--- config.mk ---
export PLATFORM = sky130hd
export DESIGN_NAME = multiboot_icap_sequencer
export DESIGN_NICKNAME = d
export VERILOG_FILES = /design/src/rtl/multiboot_icap_sequencer.sv
export SDC_FILE = /design/constraint.sdc
export NUM_CORES = 1
export LEC_CHECK = 0
export ABC_CLOCK_PERIOD_IN_PS = 2500
export CAP_MARGIN = 20
export CORE_MARGIN = 4
export CORE_UTILIZATION = 49
export DETAILED_ROUTE_END_ITERATION = 10
export GPL_TIMING_DRIVEN = 0
export PLACE_DENSITY = 0.8
export SYNTH_ARGS = -nofsm -noshare
export SYNTH_HDL_FRONTEND = slang
export SYNTH_SLANG_ARGS = --single-unit
--- constraint.sdc ---
create_clock -name clk -period 2.5 [get_ports clk]
set_input_delay 0.375 -clock clk [delete_from_list [all_inputs] [get_ports clk]]
set_output_delay 0.375 -clock clk [all_outputs]
set_load 0.005 [all_outputs]
--- src/rtl/multiboot_icap_sequencer.sv ---
// Spartan-3A MultiBoot sequencer: streams sync / GENERAL1-2 / REBOOT words onto the ICAP pins.
// Optional arm-key gate on start is enabled with `define MULTIBOOT_SEQ_ARM_EN.
module multiboot_icap_sequencer #(
    parameter int ICAP_W   = 8,
    parameter int CLK_DIV  = 3,
    parameter int PRE_LEN  = 2,
    parameter int POST_LEN = 2
) (
    input  logic              clk,
    input  logic              rst_n,
    input  logic              start,
    input  logic [23:0]       boot_addr,
    input  logic [7:0]        read_opcode,
    input  logic              arm_valid,
    input  logic [15:0]       arm_key,
    output logic              busy,
    output logic              done,
    output logic              rejected,
    output logic              icap_clk,
    output logic              icap_ce_n,
    output logic              icap_write_n,
    output logic [ICAP_W-1:0] icap_i
);

    localparam int BPW     = 16 / ICAP_W;
    localparam int CMD_LEN = 8 * BPW;
    localparam int N_XFER  = PRE_LEN + CMD_LEN + POST_LEN;
    localparam int PH_W    = $clog2(CLK_DIV);
    localparam int XF_W    = $clog2(N_XFER + 1);

    localparam logic [PH_W-1:0] PH_ONE    = PH_W'(1);
    localparam logic [PH_W-1:0] PH_LAST   = PH_W'(CLK_DIV - 1);
    localparam logic [XF_W-1:0] XF_LAST   = XF_W'(N_XFER - 1);
    localparam logic [XF_W-1:0] CMD_FIRST = XF_W'(PRE_LEN);
    localparam logic [XF_W-1:0] CMD_END   = XF_W'(PRE_LEN + CMD_LEN);

    if (ICAP_W != 8 && ICAP_W != 16) begin : g_bad_width
        $error("multiboot_icap_sequencer: ICAP_W must be 8 or 16");
    end
    if (CLK_DIV < 3) begin : g_bad_div
        $error("multiboot_icap_sequencer: CLK_DIV must be at least 3");
    end

    typedef enum logic [1:0] {
        S_IDLE = 2'd0,
        S_RUN  = 2'd1,
        S_FIN  = 2'd2
    } state_e;

    state_e            state_q, state_d;
    logic [PH_W-1:0]   phase_q, phase_d;
    logic [XF_W-1:0]   xfer_q, xfer_d;
    logic [23:0]       addr_q, addr_d;
    logic [7:0]        op_q, op_d;
    logic              busy_q, busy_d;
    logic              done_q, done_d;
    logic              rej_q, rej_d;
    logic              iclk_q, iclk_d;
    logic              ce_n_q, ce_n_d;
    logic              wr_n_q, wr_n_d;
    logic [ICAP_W-1:0] dat_q, dat_d;
    logic              accept;

    // Command word/byte selection for the transfer currently being set up.
    logic              in_cmd;
    logic [XF_W-1:0]   cmd_idx;
    logic [2:0]        word_sel;
    logic [15:0]       word;
    logic [ICAP_W-1:0] raw;
    logic [ICAP_W-1:0] rev;

    assign in_cmd   = (xfer_q >= CMD_FIRST) && (xfer_q < CMD_END);
    assign cmd_idx  = xfer_q - CMD_FIRST;
    assign word_sel = 3'(cmd_idx >> (BPW - 1));

    always_comb begin
        word = 16'h0000;
        case (word_sel)
            3'd0: word = 16'hAA99;
            3'd1: word = 16'h3261;
            3'd2: word = addr_q[15:0];
            3'd3: word = 16'h3281;
            3'd4: word = {op_q, addr_q[23:16]};
            3'd5: word = 16'h30A1;
            3'd6: word = 16'h000E;
            3'd7: word = 16'h2000;
            default: word = 16'h0000;
        endcase
    end

    // Byte-wide port sends the high byte of each word first.
    if (ICAP_W == 8) begin : g_w8
        assign raw = cmd_idx[0] ? word[7:0] : word[15:8];
    end else begin : g_w16
        assign raw = word;
    end

    // ICAP expects each byte bit-swapped relative to the bitstream byte order.
    always_comb begin
        rev = '0;
        for (int k = 0; k < ICAP_W / 8; k++) begin
            for (int j = 0; j < 8; j++) begin
                rev[8*k + j] = raw[8*k + 7 - j];
            end
        end
    end

`ifdef MULTIBOOT_SEQ_ARM_EN
    localparam logic [15:0] ARM_KEY = 16'h5A3C;
    logic armed_q, armed_d;
`else
    logic unused_arm;
    assign unused_arm = ^{arm_valid, arm_key};
`endif

    always_comb begin
        state_d = state_q;
        phase_d = phase_q;
        xfer_d  = xfer_q;
        addr_d  = addr_q;
        op_d    = op_q;
        busy_d  = busy_q;
        done_d  = 1'b0;
        rej_d   = 1'b0;
        iclk_d  = 1'b0;
        ce_n_d  = 1'b1;
        wr_n_d  = 1'b1;
        dat_d   = '0;
        accept  = 1'b0;
`ifdef MULTIBOOT_SEQ_ARM_EN
        armed_d = armed_q;
`endif

        case (state_q)
            S_IDLE: begin
                busy_d = 1'b0;
                if (start) begin
`ifdef MULTIBOOT_SEQ_ARM_EN
                    if (armed_q) begin
                        accept = 1'b1;
                    end else begin
                        rej_d = 1'b1;
                    end
`else
                    accept = 1'b1;
`endif
                end
                if (accept) begin
                    state_d = S_RUN;
                    phase_d = '0;
                    xfer_d  = '0;
                    addr_d  = boot_addr;
                    op_d    = read_opcode;
                    busy_d  = 1'b1;
`ifdef MULTIBOOT_SEQ_ARM_EN
                    armed_d = 1'b0;
`endif
                end
            end

            S_RUN: begin
                // Pin values are a registered copy of the current phase/transfer,
                // so data settles one cycle before the strobe rises.
                iclk_d = (phase_q == PH_ONE);
                if (in_cmd) begin
                    ce_n_d = 1'b0;
                    wr_n_d = 1'b0;
                    dat_d  = rev;
                end
                if (phase_q == PH_LAST) begin
                    phase_d = '0;
                    if (xfer_q == XF_LAST) begin
                        state_d = S_FIN;
                        busy_d  = 1'b0;
                    end else begin
                        xfer_d = xfer_q + 1'b1;
                    end
                end else begin
                    phase_d = phase_q + 1'b1;
                end
            end

            S_FIN: begin
                done_d  = 1'b1;
                busy_d  = 1'b0;
                state_d = S_IDLE;
            end

            default: begin
                state_d = S_IDLE;
            end
        endcase

`ifdef MULTIBOOT_SEQ_ARM_EN
        if (arm_valid) begin
            if (arm_key == ARM_KEY) begin
                armed_d = 1'b1;
            end else begin
                armed_d = 1'b0;
                rej_d   = 1'b1;
            end
        end
`endif
    end

    always_ff @(posedge clk or negedge rst_n) begin
        if (!rst_n) begin
            state_q <= S_IDLE;
            phase_q <= '0;
            xfer_q  <= '0;
            addr_q  <= '0;
            op_q    <= '0;
            busy_q  <= 1'b0;
            done_q  <= 1'b0;
            rej_q   <= 1'b0;
            iclk_q  <= 1'b0;
            ce_n_q  <= 1'b1;
            wr_n_q  <= 1'b1;
            dat_q   <= '0;
        end else begin
            state_q <= state_d;
            phase_q <= phase_d;
            xfer_q  <= xfer_d;
            addr_q  <= addr_d;
            op_q    <= op_d;
            busy_q  <= busy_d;
            done_q  <= done_d;
            rej_q   <= rej_d;
            iclk_q  <= iclk_d;
            ce_n_q  <= ce_n_d;
            wr_n_q  <= wr_n_d;
            dat_q   <= dat_d;
        end
    end

`ifdef MULTIBOOT_SEQ_ARM_EN
    always_ff @(posedge clk or negedge rst_n) begin
        if (!rst_n) begin
            armed_q <= 1'b0;
        end else begin
            armed_q <= armed_d;
        end
    end
`endif

    assign busy         = busy_q;
    assign done         = done_q;
    assign rejected     = rej_q;
    assign icap_clk     = iclk_q;
    assign icap_ce_n    = ce_n_q;
    assign icap_write_n = wr_n_q;
    assign icap_i       = dat_q;

endmodule

==> impl_metrics.tcl <==
set metrics [dict create \
    grt_pass1_wl_mm 8.78 \
    period_minus_slack_ps 2360 \
    setup_violations 0 \
    dr_wl_met3_um 254 \
    synth_area_per_cell_sq_um 11.6 \
    antenna_found_initial 0 \
    ioPinCount 66 \
    power.static_leakage_nw 1.37 \
    path_delay_family "buffers and inverters" \
    crit_top_cell "clkbuf_4" \
    gp_congestion 0.876 \
    hold_path_class "in2async" \
    areaGrowthSynthToFinish_pct 28.0 \
    ys_types 50 \
    grt_pass1_vias 1825 \
    fp.dieW_um 80.3 \
    dr.pass1.iters 4 \
    vias_per_cell 5.47 \
    power.density_nw_per_um2 1140 \
    crit_arrival_ps 2590 \
    port_buffers 47 \
    synth_edf_count 0 \
    row_count 26 \
    start_util 0.505 \
    max_cap_viol_count 0 \
    peakVddDrop_mv 0.589 \
    ctsHoldBuffers 0 \
    slew_headroom 0.582 \
    top_layer "met4" \
    yosys_warnings 0 \
    drt.antenna.violating_nets 0 \
    wl_met1_mm 2.51 \
    cts.sinks 53 \
    cts_buffers 5 \
    crit_slowest_cell "dfrtp_1" \
    syn_nets 279 \
    die_area_sq_um 6450 \
    cts_setup_buffers 0 \
    fin_ws_ps 136 \
    hold_violations 0 \
    tightest_slew_ps 627 \
    grt_max_degree 31 \
    cp_cell_sequence "clkbuf_4 > clkbuf_4 > nor2_1 > ha_1 > buf_2 > nor3b_4 > nand2_1 > a41o_1 > a21oi_1" \
    fin_skew_ps 7.68 \
    synth_seq_cells 53 \
    num_antenna_cells 0 \
    wl_met2_mm 2.59 \
    route.detailed.drc 0 \
    synth_flop_cell "dfrtp_1" \
    dp_worst_setup_slack_ps -194 \
    required_ps 2730 \
    clock_path_buffers 2 \
    cp_max_fo 10 \
    clock_latency_ps 310 \
    max_stage_delay_ps 390 \
    nets 334 \
    critPathKind "reg2reg" \
    drive_gt1_frac 0.217 \
    syn-cell-area_sq_um 2560 \
    root_buffer "clkbuf_8" \
    r2r_slack_ps 140 \
    timing.critical_path.buf_inv 3 \
    avgRoutedWirePerCell_um 15.7 \
    post-dp-hpwl_mm 4.02 \
    end_kind "register" \
    finalCritPeriodShare 0.946 \
    grt_usage 0.178 \
    finalWirelength_mm 5.43 \
    vias 1892 \
    async_flop_share 1.00 \
    report.final.slew_viol_count 0 \
    h-tree-depth 2 \
    r2r-end "icap_i[0]$_DFF_PN0_" \
    cts_tree "yes" \
    chipHeight_um 80.3 \
    cp-start-kind "register" \
    nFillCells 411 \
    r2r-start "xfer_q[2]$_DFFE_PN0P_" \
    status "finished, final reports clean" \
    grt-ovfl-total 0 \
    syn_inst 220 \
    core_region_area_sq_um 5070 \
    ys_seq_area_frac 0.518 \
    clk_pin_slew_ps 90 \
    setup_tns_ps 0 \
    max_freq_mhz 423 \
    reg2regPathDepth 9 \
    drtIter0Drc 175 \
]
-- power breakdown --
part           total (mW)  internal [mW]  switching (mW)
Clock               0.602          0.326           0.276
Sequential           1.43           1.23           0.207
Combinational        1.69          0.828           0.864
Total                3.73           2.38            1.35
-- how the worst max path moves through the flow --
stage                          start                   to  slack, ps  depth (start not counted)
6_report       xfer_q[2]$_DFFE_PN0P_  icap_i[0]$_DFF_PN0_        140                          9
5_1_grt        xfer_q[1]$_DFFE_PN0P_  icap_i[0]$_DFF_PN0_         -3                          9
4_1_cts        xfer_q[1]$_DFFE_PN0P_  icap_i[4]$_DFF_PN0_         80                          9
3_5_place_dp   xfer_q[1]$_DFFE_PN0P_  icap_i[4]$_DFF_PN0_       -190                          9
3_3_place_gp                   rst_n     busy$_DFFE_PN0P_       -470                          1
2_1_floorplan  xfer_q[1]$_DFFE_PN0P_  icap_i[4]$_DFF_PN0_        270                          9
-- cells in the final DEF, fill, tap and decap left out, types with 3 or more instances in the layout --
| cell | netlist | routed |
|---|---|---|
| clkdlybuf4s50_1 | 0 | 46 |
| a21oi_1 | 13 | 13 |
| a311oi_1 | 4 | 4 |
| mux2_2 | 33 | 33 |
| buf_1 | 3 | 3 |
| nand2_1 | 14 | 14 |
| clkbuf_1 | 4 | 3 |
| buf_2 | 5 | 3 |
| ha_1 | 7 | 7 |
| nor3_1 | 4 | 4 |
| a221oi_1 | 4 | 4 |
| o21ai_0 | 7 | 7 |
| clkbuf_8 | 0 | 6 |
| inv_1 | 11 | 11 |
| nand2b_1 | 3 | 3 |
| dfrtp_1 | 52 | 52 |
| clkbuf_4 | 0 | 4 |
| nor2_1 | 10 | 9 |
| a22o_1 | 5 | 5 |
-- cell usage after synthesis, types with 2 or more instances --
master | instances | area, sq um
dfrtp_1 | 52 | 1300
mux2_2 | 33 | 372
nand2_1 | 14 | 52.6
a21oi_1 | 13 | 65.1
inv_1 | 11 | 41.3
nor2_1 | 10 | 37.5
ha_1 | 7 | 87.6
o21ai_0 | 7 | 35.0
a22o_1 | 5 | 43.8
buf_2 | 5 | 25.0
a221oi_1 | 4 | 35.0
a311oi_1 | 4 | 35.0
clkbuf_1 | 4 | 15.0
nor3_1 | 4 | 20.0
buf_1 | 3 | 11.3
nand2b_1 | 3 | 18.8
a21o_1 | 2 | 15.0
a31oi_1 | 2 | 12.5
a41o_1 | 2 | 20.0
and3_1 | 2 | 12.5
buf_4 | 2 | 15.0
nand3_1 | 2 | 10.0
xnor2_1 | 2 | 17.5
-- state kept, by name, summed over array words and instances (netlist names) --
register / count
done: 1
op_q: 8
busy: 1
icap_clk: 1
icap_write_n: 1
icap_i: 8
phase_q: 2
state_q: 2
addr_q: 24
xfer_q: 5
-- area by class of cell --
class | instances | area, sq um | area share
well taps | 70 | 87.6 | 0.0267
flip-flops and latches | 53 | 1330 | 0.405
clock inverters | 2 | 37.5 | 0.0114
clock buffers | 6 | 82.6 | 0.0252
inverters | 11 | 41.3 | 0.0126
multi-input cells | 141 | 1130 | 0.344
repair buffers | 48 | 485 | 0.148
plain buffers | 15 | 88.8 | 0.0271
-- stage by stage --
step | cell area (sq um) | std cells | hold WS [ps] | power (mW) | utilization
2_1_floorplan | 2560 | 220 | 79.4 | 2.54 | -
3_3_place_gp | 3120 | 337 | 474 | 3.02 | 0.615
3_5_place_dp | 3130 | 338 | 391 | 3.07 | 0.618
4_1_cts | 3260 | 346 | 52.7 | 3.69 | 0.642
5_1_grt | 3280 | 346 | 74.4 | 3.98 | 0.646
6_report | 3280 | 346 | 40.4 | 3.73 | 0.646
-- layer usage --
metal	global-route usage	vias up
met5	0	-
met4	0.0625	0
met3	0.0336	9
met2	0.281	54
met1	0.244	924
li1	-	905
-- logic make-up (layout without fill, tap and decap cells) --
| kind of cell | after synthesis | in the layout | synth area share |
|---|---|---|---|
| AOI/OAI and AO/OA | 51 | 51 | 0.143 |
| xor gates and xnor gates | 2 | 2 | 0.00684 |
| adders and majority gates | 7 | 7 | 0.0342 |
| buffers and inverters | 26 | 82 | 0.0464 |
| DFF | 53 | 53 | 0.518 |
| muxes | 34 | 34 | 0.149 |
| other | 1 | 1 | 0.00146 |
| and+or+nand+nor | 46 | 46 | 0.101 |
-- repair_timing --
action / in CTS / in global routing
cloned: 0 / 0
pin swaps: 0 / 0
gates resized for setup: 2 / 7
setup endpoints to repair: 5 / 5
No activity file was read; power rests on OpenSTA's default activity.
